===== src/rtl/cfg_frame_loader.sv =====
// cfg_frame_loader
// Byte-serial loader for the 64-bit configuration register. It receives a
// framed byte stream (header, 8 payload bytes LSB first, XOR checksum byte),
// rebuilds the word, checks the checksum and the reserved top byte, and then
// either issues a one-cycle write strobe or flags a rejected frame.
//
// Ports:
//   clk          in   system clock, rising edge
//   rst          in   asynchronous reset, active high
//   byte_valid   in   source presents a byte on byte_in
//   byte_in      in   stream byte
//   byte_ready   out  loader accepts a byte this cycle
//   cfg_wen      out  one-cycle write strobe to the config register
//   cfg_data_out out  last accepted config word
//   frame_err    out  one-cycle pulse on a rejected frame
//   err_cnt      out  saturating count of rejected frames
//   busy         out  frame in progress
module cfg_frame_loader #(
    parameter logic [7:0] HDR_BYTE      = 8'hA5,
    parameter int         PAYLOAD_BYTES = 8
) (
    input  logic                       clk,
    input  logic                       rst,
    input  logic                       byte_valid,
    input  logic [7:0]                 byte_in,
    output logic                       byte_ready,
    output logic                       cfg_wen,
    output logic [8*PAYLOAD_BYTES-1:0] cfg_data_out,
    output logic                       frame_err,
    output logic [7:0]                 err_cnt,
    output logic                       busy
);

    localparam int DW = 8 * PAYLOAD_BYTES;
    localparam int CW = $clog2(PAYLOAD_BYTES + 1);
    localparam logic [CW-1:0] LAST_IDX = CW'(PAYLOAD_BYTES - 1);

    typedef enum logic [2:0] {
        S_IDLE,
        S_PAYLOAD,
        S_CHECK,
        S_WRITE,
        S_ERROR
    } state_t;

    state_t          r_state;
    state_t          w_next;
    logic [DW-1:0]   r_shift;
    logic [7:0]      r_csum;
    logic [CW-1:0]   r_cnt;
    logic            w_accept;
    logic            w_frame_ok;

    assign byte_ready = !rst && (r_state == S_IDLE || r_state == S_PAYLOAD ||
                                 r_state == S_CHECK);
    assign w_accept   = byte_valid && byte_ready;
    // r_csum already holds the XOR of all payload bytes while in CHECK.
    assign w_frame_ok = (byte_in == r_csum) && (r_shift[DW-1:DW-8] == 8'h00);

    assign cfg_wen    = (r_state == S_WRITE);
    assign frame_err  = (r_state == S_ERROR);
    assign busy       = (r_state != S_IDLE);

    always_ff @(posedge clk or posedge rst) begin
        if (rst) r_state <= S_IDLE;
        else     r_state <= w_next;
    end

    always_comb begin
        w_next = r_state;
        case (r_state)
            S_IDLE:    if (w_accept && byte_in == HDR_BYTE) w_next = S_PAYLOAD;
            S_PAYLOAD: if (w_accept && r_cnt == LAST_IDX)   w_next = S_CHECK;
            S_CHECK:   if (w_accept) w_next = w_frame_ok ? S_WRITE : S_ERROR;
            S_WRITE:   w_next = S_IDLE;
            S_ERROR:   w_next = S_IDLE;
            default:   w_next = S_IDLE;
        endcase
    end

    always_ff @(posedge clk or posedge rst) begin
        if (rst) begin
            r_shift      <= '0;
            r_csum       <= 8'h00;
            r_cnt        <= '0;
            cfg_data_out <= '0;
            err_cnt      <= 8'h00;
        end else begin
            if (r_state == S_IDLE && w_accept && byte_in == HDR_BYTE) begin
                r_shift <= '0;
                r_csum  <= 8'h00;
                r_cnt   <= '0;
            end
            // Shift right so the first (least significant) byte ends at [7:0].
            if (r_state == S_PAYLOAD && w_accept) begin
                r_shift <= {byte_in, r_shift[DW-1:8]};
                r_csum  <= r_csum ^ byte_in;
                r_cnt   <= r_cnt + 1'b1;
            end
            // Load the word on the edge entering WRITE so it is visible
            // together with cfg_wen.
            if (r_state == S_CHECK && w_next == S_WRITE)
                cfg_data_out <= r_shift;
            if (r_state == S_CHECK && w_next == S_ERROR && err_cnt != 8'hFF)
                err_cnt <= err_cnt + 8'h01;
        end
    end

endmodule


===== config.mk =====
export PLATFORM = sky130hd
export DESIGN_NAME = cfg_frame_loader
export DESIGN_NICKNAME = d
export VERILOG_FILES = /design/src/rtl/cfg_frame_loader.sv
export SDC_FILE = /design/constraint.sdc
export NUM_CORES = 1
export LEC_CHECK = 0
export ABC_AREA = 0
export BUFFER_PORTS_ARGS = -buffer_cell sky130_fd_sc_hd__buf_2
export CAP_MARGIN = 20
export CORE_ASPECT_RATIO = 0.8
export CORE_MARGIN = 5
export CORE_UTILIZATION = 45
export CTS_BUF_LIST = sky130_fd_sc_hd__clkbuf_16
export DETAILED_ROUTE_END_ITERATION = 8
export PLACE_DENSITY = 0.68
export SETUP_SLACK_MARGIN = 0.02
export SLEW_MARGIN = 20
export SYNTH_ARGS = -nofsm -noshare
export SYNTH_HDL_FRONTEND = slang
export SYNTH_SLANG_ARGS = --single-unit

===== constraint.sdc =====
create_clock -name clk -period 4.2 [get_ports clk]
set_input_delay 0.21 -clock clk [delete_from_list [all_inputs] [get_ports clk]]
set_output_delay 0.21 -clock clk [all_outputs]
set_load 0.1 [all_outputs]

; After elaboration in Yosys (flattened, before gate mapping)
; Index checks and enable logic that the tools add are counted.
[totals]
ff_bits = 151
output_inout_bits = 76
[op_classes]
n_addsub = 2
eq_ne = 10
muxes = 11
n_bitwise = 1
n_reduce_logical = 18
[ops]
columns = op, count
row1 = $mux 64, 2
row2 = $mux 8, 2
row3 = $mux 3, 4
row4 = $logic_and 1x1->1, 11
row5 = $eq 3x2->1 const B, 3
row6 = $pmux 3 s3, 1
row7 = $add 8x1->8 const B, 1
row8 = $eq 8x8->1, 1
row9 = $eq 8x8->1 const B, 1
row10 = $logic_not 8->1, 1
row11 = $mux 4, 2
row12 = $ne 8x8->1 const B, 1
row13 = $xor 8x8->8, 1
row14 = $eq 3x3->1 const B, 2
row15 = $add 4x1->4 const B, 1
row16 = $eq 4x3->1 const B, 1
row17 = $eq 3x1->1 const B, 1
row18 = $logic_not 3->1, 1
row19 = $reduce_bool 3->1, 1
row20 = $logic_or 1x1->1, 2
row21 = $reduce_bool 2->1, 1
row22 = $logic_not 1->1, 1

; Longest topological paths before layout
; Gate-level depths: netlist of the first run.
[logic_depth]
word_depth = 11
depth_mapped = 8
depth_no_buf = 6

; Worst setup path before layout of the first run
; Ideal clock, no wire load.
[synth_path]
path_kind = input port to flip-flop
start = input rst
end = register r_state[0]
setup_time_ns = 0.118
t_arrival_ns = 4.161
t_required_ns = 4.082
path_slack_ns = -0.079
path_stages = 5
path_buffers = 0
path_cell_list = inv_1 -> nand2_1 -> nor3_1 -> mux2i_1 -> a21o_1
[synth_between]
elab_chain_len = 6
[synth_rtl]
columns = element, line_no
row1 = from (decl), 23  ; input logic rst,
row2 = $logic_not 1->1 (no source line) *, -
row3 = $logic_and 1x1->1 *, 54  ; assign byte_ready = !rst && (r_state == S_IDLE || r_state == S_PAYLOAD ||
row4 = $logic_and 1x1->1 *, 56  ; assign w_accept = byte_valid && byte_ready;
row5 = "$logic_and 1x1->1, on equally long branches", "73, 72"
row6 = "$mux 3, on equally long branches", "73, 72"
row7 = $pmux 3 s3 *, 71  ; case (r_state)
row8 = named net w_next[0], 47  ; state_t w_next;
row9 = to (signal assigned), 66  ; else r_state <= w_next;
row10 = to (decl), 46  ; state_t r_state;
; The timed path passes the listed nets; every way through them passes the cells marked *.
; A chain may end at the register's enable or synchronous reset.

; Worst setup path after layout of the first run
[layout_path]
start = register r_shift[59]
end = register cfg_data_out[4]
[layout_between]
elab_chain_len = 7
[layout_rtl]
columns = element, line_no
row1 = from (decl), 48  ; logic [DW-1:0] r_shift;
row2 = from (signal assigned), 96  ; r_shift <= {byte_in, r_shift[DW-1:8]};
row3 = $logic_not 8->1, 58  ; assign w_frame_ok = (byte_in == r_csum) && (r_shift[DW-1:DW-8] == 8'h00);
row4 = $logic_and 1x1->1, 58
row5 = $mux 3 (2 in a row), 74  ; S_CHECK: if (w_accept) w_next = w_frame_ok ? S_WRITE : S_ERROR;
row6 = $pmux 3 s3, 71
row7 = $eq 3x2->1, 102  ; if (r_state == S_CHECK && w_next == S_WRITE)
row8 = $logic_and 1x1->1, 102
row9 = to (signal assigned), 103  ; cfg_data_out <= r_shift;
row10 = to (decl), 28  ; output logic [8*PAYLOAD_BYTES-1:0] cfg_data_out,
; Every way passes these cells.

==> out/metrics.cfg, run 1 <==
[status]
status = complete, no violations

[drt]
antenna_left = 0
wl_um = 12160
drtIter0Drc = 242
vias_per_cell = 5.241
route.detailed.drc = 0
wl_per_cell_um = 17.43
vias = 3658
first_pass_iters = 4

[cts]
post_cts_buffers = 0
postCtsHoldBufs = 0
path_clk_slew_ns = 0.06
cts-root-buf = clkbuf_16
cts_tree = done
worstSkewPairLatency_ns = 0.42
numCtsBuffers = 17
htreeDepth = 4
cts_resized = 0
clockBufferDepth = 2
clkSinkCount = 151

[job]
maxCapViolCount = 0

[synth]
synth_common_cells = dfrtp_1, a22o_1, mux2_4
yosysMostFrequentCell = dfrtp_1
synth_async_sr_flop_share_pct = 100.0
syn_nets = 438
ys_seq_elements = 151
synth-main-ff-cell = dfrtp_1
synthTopCellsByArea = dfrtp_1, mux2_4, a22o_1
yosysTopAreaCellShare_pct = 62.36
ys_seq_area_share_pct = 62.36
post-synth-top-area-cell = dfrtp_1
syn-cell-area_mm2 = 0.006060
ys_types = 31
syn_avg_cell_area_um2 = 14.26
synth_edf_count = 0
yosysWarnings = 0
postSynthCellCount = 425

[power_and_ir_drop]
peakVddDrop_v = 0.0002905
powerDensity_mw_per_mm2 = 436.9
leakagePower_uw = 0.003717

[finish]
antenna_cells = 0
drive_gt1_share_pct = 34.23
nets = 523
area_growth_pct = 18.54

[timing]
slew_headroom_pct = 45.04
min_period_ns = 2.840
tns_ns = 0
tightest_slew_ns = 0.8224
rsz0062_at_grt = false
finalSetupViolations = 0
holdWs_ns = 0.05811
fin_skew_ns = 0.02117
slew_viol_final = 0
fmax_mhz = 352.2
hold_viol = 0
finalCritPeriodShare_pct = 67.61

[floorplanning]
die_w_um = 139.7
dieArea_mm2 = 0.01590
die_h_um = 113.8
start_util_pct = 46.58
fp.coreArea_mm2 = 0.01301
ios = 87
rows = 37

[worst_setup_path]
end_kind = flip-flop
startpoint_type = flip-flop
max_stage_delay_ns = 0.70
path_class = reg2reg
path_max_fanout = 28
path_buf_inv = 1
cp_top_family = simple AND/OR/NAND/NOR gates
worstPathArrival_ns = 3.13
crit_slowest_cell = nor2_4
cp_cell_sequence = nor4_1 > nand2_1 > or3_1 > nor2_4 > buf_12 > mux2_4
cp.required_ns = 4.49
rrSetupSlack_ns = 1.36

[grt]
grt_max_degree = 153
grt_overflow = 0
antenna_found_initial = 0
grt_pass1_wl_um = 20430
grt_usage_pct = 16.08
grt_pass1_vias = 3878

[place]
routabilityCongestion = 0.8085
hpwl_um = 8031
portBuffers = 86

[worst_hold_path]
hold_class = in2async

==> flip-flops by register name (all words and copies together) (netlist names) <==
register      flops
r_shift          64
r_cnt             4
r_csum            8
cfg_data_out     64
err_cnt           8
r_state           3
==> report_power, final <==
group / internal (uW) / switching (uW) / leakage [uW]
sequential: 1490 / 31.5 / 0.00210
combinational: 39.5 / 73.9 / 0.00132
clock: 927 / 579 / 0.000296
total: 2450 / 684 / 0.00372
==> layer usage <==
| layer | track usage [%] | vias to the layer above | part of all wire, % |
|---|---|---|---|
| met4 | 4.648 | 0 | 0.47 |
| met3 | 4.652 | 4 | 4.8 |
| met1 | 22.75 | 1861 | 49 |
| li1 | - | 1704 | - |
| met5 | 0 | - | 0 |
| met2 | 24.42 | 89 | 46 |
==> worst reg2reg max path, cell delays in order, from the launching register on <==
cell and delay (ns):
dfrtp_1 0.39, nor4_1 0.32, nand2_1 0.11, or3_1 0.53
nor2_4 0.70, buf_12 0.32, mux2_4 0.34
==> layout make-up <==
type                    count  area (um2)
fillers                  1066        5826
flip-flops and latches    151        3779
multi-input cells         247        2079
repair buffers             91       505.5
clock buffers              17       425.4
well taps                 175       219.0
clock inverters            15       163.9
inverters                   2       11.26
==> kinds of logic (layout without fill, tap and decap cells) <==
logic type / count (synthesis) / in the layout / synth area share (%)
buffers and inverters: 27 / 125 / 3.428
DFF: 151 / 151 / 62.36
muxes: 58 / 58 / 13.86
AOI/OAI and AO/OA: 82 / 82 / 10.43
adders and majority gates: 2 / 2 / 0.4129
and+or+nand+nor: 89 / 89 / 7.206
xor gates and xnor gates: 16 / 16 / 2.313
==> layout by cell type (no fill, tap or decap), drive strengths merged <==
master	synthesis	routed
dfrtp	151	151
buf	10	91
a22o	57	57
mux2	57	57
nand2	33	33
o21ai	21	21
clkbuf	15	17
nor2	17	17
xnor2	14	14
nor2b	10	10
nand3	10	10
inv	2	7
nand4	5	5
clkinv	0	4
nor4	3	3
clkinvlp	0	3
bufinv	0	3
nor4bb	2	2
a21o	2	2
or3	2	2
nand3b	2	2
nor3	2	2
xor2	2	2
nor3b	2	2
ha	2	2
and3	1	1
mux2i	1	1
a21oi	1	1
a211oi	1	1
==> stage by stage <==
step / power, uW / instance area (um2) / cells / util [%] / setup WS [ns]
2_1_floorplan: 1621 / 6063 / 425 / - / 1.168
3_3_place_gp: 1654 / 6594 / 666 / 50.69 / 1.434
3_5_place_dp: 1660 / 6594 / 666 / 50.69 / 1.381
4_1_cts: 3172 / 7183 / 698 / 55.22 / 1.375
5_1_grt: 3255 / 7183 / 698 / 55.22 / 1.134
6_report: 3138 / 7183 / 698 / 55.22 / 1.360
==> final timing paths <==
check	from	end	cells past startpoint
max	r_shift[59]	cfg_data_out[4]	6
max in group asynchronous	rst	cfg_data_out[5]	3
min reg2reg	cfg_data_out[62]	cfg_data_out[62]	1
max reg2reg	r_shift[59]	cfg_data_out[4]	6
min	rst	r_state[1]	3
min in group clk	byte_in[7]	r_shift[63]	3
Note: power is estimated with default switching activity, not from simulation.
==> run 2: changes to the inputs <==
Clock period 4.2 ns to 2.4 ns, I/O delays scaled along.
==> run 2 against run 1 <==
Net effect: the run now ends with hold timing left; die area stayed put; first-iteration DRC count shrank 4.5%; critical endpoint is now cfg_data_out[0]; sequential share of layout area down 0.96 points; via count up 3.4%; final cell count up 1.4%; sequential cell count stayed put; clock power grew 83%; clock skew is 0.016 ns lower; global-route usage grew 0.15 points; combinational power up 86%; final area is 1.9% higher.
==> out/metrics.cfg, run 2 (synthesis results as in run 1) <==
[drt]
first_pass_iters = 4
vias_per_cell = 5.342
route.detailed.drc = 0
wl_um = 12210
antenna_left = 0
drtIter0Drc = 231
vias = 3782
wl_per_cell_um = 17.24

[cts]
cts_tree = done
clockBufferDepth = 2
htreeDepth = 4
numCtsBuffers = 17
cts-root-buf = clkbuf_16
clkSinkCount = 151
post_cts_buffers = 0
worstSkewPairLatency_ns = 0.41
path_clk_slew_ns = 0.06

[grt]
use_met1_pct = 22.27
grt_usage_pct = 16.23
use_met3_pct = 5.407
grt_pass1_vias = 3957
antenna_found_initial = 0
grt_overflow = 0
grt_pass1_wl_um = 20700
grt_max_degree = 152
use_met2_pct = 24.99
grt_busiest_layer = met2

[finish]
num-fill-cells = 1057
post-route-util_pct = 56.25
register_area_mm2 = 0.003779
multi_input_area_mm2 = 0.002090
reg_top3 = cfg_data_out (64), r_shift (64)
nets = 535
final_cell_mix = dfrtp_1, buf_2, a22o_1
antenna_cells = 0
drive_gt1_share_pct = 34.71
layout_commonest_cell = dfrtp_1
area_growth_pct = 20.75

[worst_setup_path]
end_kind = flip-flop
path_class = reg2reg
r2r_cells = 6
crit_slowest_cell = or3_1
path_max_fanout = 14
max_stage_delay_ns = 0.44
cp.required_ns = 2.69
cp_cell_sequence = nor4_1 > nand2_1 > or3_1 > nor2_4 > buf_4 > mux2_2
startpoint_type = flip-flop
worstPathArrival_ns = 2.46

[timing]
tightest_slew_ns = 0.7979
fin_skew_ns = 0.004783
rsz0062_at_grt = false
slew_headroom_pct = 46.81
fmax_mhz = 460.4
worst_slack_ns = 0.2282
holdWs_ns = -0.02824
hold_viol = 44
slew_viol_final = 0
min_period_ns = 2.172
finalCritPeriodShare_pct = 90.49
finalSetupViolations = 0
tns_ns = 0

[place]
routabilityCongestion = 0.7875
place_ws_ns = 0.1722
hpwl_um = 8070
portBuffers = 86

[floorplanning]
die_h_um = 113.8
fp.coreArea_mm2 = 0.01301
rows = 37
start_util_pct = 46.58
dieArea_mm2 = 0.01590
ios = 87
die_w_um = 139.7

[status]
status = finished with violations
violations = hold timing

[power_and_ir_drop]
powerDensity_mw_per_mm2 = 770.7
leakagePower_uw = 0.003788
peakVddDrop_v = 0.0005541

[job]
maxCapViolCount = 0

[worst_hold_path]
hold_class = in2async

## run 2: final timing paths
kind	slack (ns)	start	endpoint
max	0.23	r_shift[59]	cfg_data_out[0]
min	-0.03	rst	err_cnt[4]
max reg2reg	0.23	r_shift[59]	cfg_data_out[0]
min reg2reg	0.49	cfg_data_out[56]	cfg_data_out[56]
max in group asynchronous	1.83	rst	err_cnt[5]
min in group clk	0.04	byte_in[6]	r_shift[62]
## run 2: power by group
group / total, uW / switching (uW) / leakage (uW) / internal [uW]
clock: 2770 / 960 / 0.000310 / 1810
sequential: 2660 / 53.2 / 0.00210 / 2600
combinational: 210 / 133 / 0.00138 / 77.8
total: 5640 / 1150 / 0.00379 / 4490
## run 2: final cells by class
cell class / count / area share, %
flip-flops and latches: 151 / 51.64
multi-input cells: 247 / 28.56
repair buffers: 103 / 8.259
clock buffers: 17 / 5.814
well taps: 175 / 2.992
clock inverters: 13 / 2.582
inverters: 2 / 0.1539
## run 2: per-stage QoR
| step | std cells | area [um2] | power [uW] |
|---|---|---|---|
| after global placement | 671 | 6629 | 2897 |
| after detailed placement | 671 | 6629 | 2907 |
| final | 708 | 7317 | 5639 |
| after CTS | 708 | 7313 | 5703 |
| after floorplan | 425 | 6073 | 2838 |
| after global routing | 708 | 7317 | 5851 |
## run 2: per-layer routing
layer / part of all wire [%] / vias up
li1: - / 1733
met4: 1.1 / 0
met3: 5.6 / 11
met5: 0 / -
met2: 47 / 100
met1: 47 / 1938
## run 2: what timing repair did
action                     4_1_cts  5_1_grt
resized for setup                0        1
hold endpoints to repair         7        0
setup endpoints to repair        0        1
hold buffers                     7        0
## run 2: worst max-delay path, delay by kind of cell (launching register included)
| kind | cells | cell delay, ns |
|---|---|---|
| AND/OR/NAND/NOR | 4 | 1.03 |
| flip-flops | 1 | 0.39 |
| multiplexers | 1 | 0.35 |
| buffers and inverters | 1 | 0.27 |
